$ cat src/rtl/exec_unit.sv
// rtl/exec_unit.sv - execute stage: ALU control decode, 32-bit ALU, PC adders, registered capture
// Optional feature macro: EXEC_SLT_EN (signed set-less-than decode and comparator)
module exec_unit #(
  parameter int WIDTH = 32
) (
  input  logic             clk,
  input  logic             rst,
  input  logic [1:0]       alu_op,
  input  logic [6:0]       funct7,
  input  logic [2:0]       funct3,
  input  logic [WIDTH-1:0] a,
  input  logic [WIDTH-1:0] b,
  input  logic [WIDTH-1:0] pc,
  input  logic [WIDTH-1:0] imm,
  input  logic             branch,
  output logic [3:0]       alu_ctl,
  output logic [WIDTH-1:0] pc4,
  output logic [WIDTH-1:0] pc_branch,
  output logic [WIDTH-1:0] alu_result,
  output logic             zero,
  output logic [WIDTH-1:0] pc_next
);

  localparam logic [3:0] CTL_AND = 4'b0000;
  localparam logic [3:0] CTL_OR  = 4'b0001;
  localparam logic [3:0] CTL_ADD = 4'b0010;
  localparam logic [3:0] CTL_XOR = 4'b0011;
  localparam logic [3:0] CTL_SUB = 4'b0110;
  localparam logic [3:0] CTL_SLT = 4'b0111;
  localparam logic [3:0] CTL_INV = 4'b1111;

  logic [WIDTH-1:0] alu_comb;
  logic             zero_comb;
  logic             unused_funct7;

  // Only funct7[5] distinguishes ADD from SUB; the other bits are don't-care.
  assign unused_funct7 = ^{funct7[6], funct7[4:0]};

  always_comb begin
    alu_ctl = CTL_INV;
    case (alu_op)
      2'b00: alu_ctl = CTL_ADD;
      2'b01: alu_ctl = CTL_SUB;
      default: begin
        case (funct3)
          3'b000:  alu_ctl = (alu_op == 2'b10 && funct7[5]) ? CTL_SUB : CTL_ADD;
          3'b111:  alu_ctl = CTL_AND;
          3'b110:  alu_ctl = CTL_OR;
          3'b100:  alu_ctl = CTL_XOR;
`ifdef EXEC_SLT_EN
          3'b010:  alu_ctl = CTL_SLT;
`endif
          default: alu_ctl = CTL_INV;
        endcase
      end
    endcase
  end

  always_comb begin
    alu_comb = '0;
    case (alu_ctl)
      CTL_ADD: alu_comb = a + b;
      CTL_SUB: alu_comb = a - b;
      CTL_AND: alu_comb = a & b;
      CTL_OR:  alu_comb = a | b;
      CTL_XOR: alu_comb = a ^ b;
`ifdef EXEC_SLT_EN
      CTL_SLT: alu_comb = {{(WIDTH-1){1'b0}}, ($signed(a) < $signed(b))};
`endif
      default: alu_comb = '0;
    endcase
  end

  assign zero_comb = (alu_comb == '0);
  assign pc4       = pc + WIDTH'(4);
  assign pc_branch = pc + (imm << 1);

  // Branch decision uses this cycle's combinational zero, not the registered flag.
  always_ff @(posedge clk) begin
    if (!rst) begin
      alu_result <= '0;
      zero       <= 1'b0;
      pc_next    <= '0;
    end else begin
      alu_result <= alu_comb;
      zero       <= zero_comb;
      pc_next    <= (branch && zero_comb) ? pc_branch : pc4;
    end
  end

endmodule

$ cat config.mk
export PLATFORM = sky130hd
export DESIGN_NAME = exec_unit
export DESIGN_NICKNAME = d
export VERILOG_FILES = /design/src/rtl/exec_unit.sv
export SDC_FILE = /design/constraint.sdc
export NUM_CORES = 1
export LEC_CHECK = 0
export ABC_AREA = 1
export CORE_AREA = 2 2 210 212
export DETAILED_ROUTE_END_ITERATION = 8
export DIE_AREA = 0 0 212 214
export GPL_ROUTABILITY_DRIVEN = 0
export HOLD_SLACK_MARGIN = 0.08
export PLACE_DENSITY_LB_ADDON = 0.08
export SKIP_CTS_REPAIR_TIMING = 1
export SLEW_MARGIN = 10
export SYNTH_ARGS = -nofsm -noshare
export SYNTH_HDL_FRONTEND = slang
export SYNTH_SLANG_ARGS = --single-unit
$ cat constraint.sdc
create_clock -name clk -period 5 [get_ports clk]
set_input_delay 0.5 -clock clk [delete_from_list [all_inputs] [get_ports clk]]
set_output_delay 0.5 -clock clk [all_outputs]
set_load 0.05 [all_outputs]
==> impl_metrics.json <==
{
  "num_vias": 11400,
  "critical_path_required_ns": 5.26,
  "die_area_mm2": 0.0454,
  "ys_seq_area_share_pct": 13.3,
  "ctsLongestPathBuffers": 2,
  "period_minus_slack_ns": 4.72,
  "routedWlPerCell_um": 16.9,
  "crit_fanout": 8,
  "synth-edff-count": 0,
  "synth_top_cells_by_area": "nand2_1 18%, ha_1 16%, dfxtp_1 13%",
  "clk_pin_slew_ns": 0.06,
  "die_width_um": 212,
  "grt_pass1_wl_mm": 65.9,
  "syn_avg_cell_area_um2": 5.92,
  "antenna_found_initial": 0,
  "synth_cell_types": 49,
  "synth-seq-cells": 65,
  "slew_headroom_pct": 35.1,
  "power.density_mw_per_mm2": 237,
  "synth_top_area_share_pct": 17.7,
  "synth_flop_cell": "dfxtp_1",
  "grtUsageTotal_pct": 19.0,
  "cts_buffers": 9,
  "power_leakage_nw": 7.64,
  "dpl_worst_slack_ns": -0.675,
  "cp_data_arrival_time_ns": 4.98,
  "dp_hpwl_mm": 37.1,
  "overflow": 0,
  "synthesis.area_mm2": 0.00976,
  "nets": 2312,
  "layout_common_cells": "451 x nand2_1, 277 x inv_1, 239 x clkdlybuf4s50_1",
  "cap_violations": 0,
  "wl_mm": 44.3,
  "hold_path.class": "in -> reg",
  "cp_common_cell": "nand2_1",
  "fmax_ghz": 0.212,
  "synth_top_area_cell": "nand2_1",
  "rows": 76,
  "dr.pass1.iters": 5,
  "cp-start-kind": "input pin",
  "worstSetupPathType": "in -> reg",
  "drive_above_1_share_pct": 13.9,
  "drt_iter0_markers": 610,
  "port_buffers": 268,
  "drtAntennaViolNets": 0,
  "hold_viol": 0,
  "finalSetupViolations": 0,
  "core_mm2": 0.0429,
  "initial_core_util_pct": 22.8,
  "io_pins": 276,
  "area_delta_synth_final_pct": 51.5,
  "final_max_slew_viol_count": 0,
  "synthCells": 1648,
  "slowest_delay_ns": 0.39,
  "synth_nets": 1920,
  "grt_pass1_vias": 11200,
  "cts-root-buf": "clkbuf_16",
  "grt_max_degree": 35,
  "mostFrequentLayoutCell": "nand2_1",
  "finalCritPeriodShare_pct": 94.5,
  "drc": 0,
  "design_area_mm2": 0.0148,
  "finalWorstSetupSlack_ns": 0.277,
  "vdd_drop_max_mv": 0.165,
  "tritoncts": "done",
  "min_path_cells": 3,
  "cts.htree.levels": 3,
  "cp_slowest_cell": "ha_1",
  "status": "completed",
  "cts_sinks": 65,
  "die_h_um": 214,
  "async_flop_share_pct": 0,
  "crit_path_end_kind": "flop",
  "placed_area_mm2": 0.0140,
  "yosysWarnings": 0,
  "worstMarginPinSlew_ns": 0.964,
  "diodes": 0,
  "viasPerCell": 4.35
}
==> state kept, by name, summed over array words and instances (netlist names) <==
register    flops
alu_result     32
pc_next        32
zero            1
==> worst max-delay path: cells and delay by family <==
family / cells / cell delay, ns
buffers and inverters: 4 / 0.52
and+or+nand+nor: 23 / 2.87
adders and majority gates: 2 / 0.53
xor gates and xnor gates: 1 / 0.10
AOI/OAI and AO/OA: 2 / 0.45
==> path summary, 6_finish.rpt <==
check / startpoint / end / slack [ns]
max: b[0] / pc_next[23] / 0.28
min: pc[0] / pc_next[0] / 0.73
==> power by group <==
part / internal [mW] / total (mW) / switching [mW]
combinational: 0.821 / 2.25 / 1.43
sequential: 0.571 / 0.590 / 0.0190
clock: 0.385 / 0.660 / 0.275
==> per-stage QoR <==
| stage | cells | hold WS (ns) | utilization (%) | total power, mW | TNS (ns) |
|---|---|---|---|---|---|
| after floorplan | 1648 | 0.598 | - | 1.91 | 0 |
| after global placement | 2597 | 1.10 | 32.6 | 2.79 | -16.40 |
| after detailed placement | 2597 | 1.11 | 32.6 | 2.79 | -20.29 |
| after CTS | 2612 | 0.711 | 33.3 | 3.48 | -8.96 |
| after global routing | 2629 | 0.727 | 34.5 | 3.76 | -0.198 |
| final | 2629 | 0.731 | 34.5 | 3.50 | 0 |
==> per-layer routing <==
metal	GRT usage [%]	vias to the layer above	share of wire [%]
met1	26.5	5156	50
li1	-	5976	-
met4	3.24	2	1.2
met3	3.93	29	5.1
met5	0	-	0.16
met2	30.2	276	44
==> synthesized netlist by cell type, types with 7 or more instances <==
master,count
o211a_1,8
xor2_1,70
a21oi_1,90
o21ai_0,41
buf_2,9
ha_1,127
or2_2,7
nand2_1,461
nor3_1,24
nor2_1,209
clkbuf_1,12
inv_1,288
nand4_1,38
nand3_1,80
xnor2_1,16
nand3b_1,13
dfxtp_1,65
==> cells by family (layout without fill, tap and decap cells) <==
group | Yosys count | after routing | share of synthesized area (%)
adder cells (fa/ha/maj) | 129 | 129 | 16.7
AND/OR/NAND/NOR | 860 | 860 | 37.6
buffers and inverters | 322 | 718 | 13.0
flip-flops | 65 | 65 | 13.3
XOR/XNOR | 86 | 86 | 7.72
AO/OA/AOI/OAI | 186 | 186 | 11.7
==> layout make-up <==
type | count | area, µm²
fill | 4774 | 28100
multi-input combinational | 1261 | 7430
timing repair buffer | 411 | 3940
sequential | 65 | 1300
inverter | 292 | 1100
tap | 585 | 732
clock buffer | 9 | 225
clock inverter | 6 | 70.1
No activity file was read; power rests on OpenSTA's default activity.
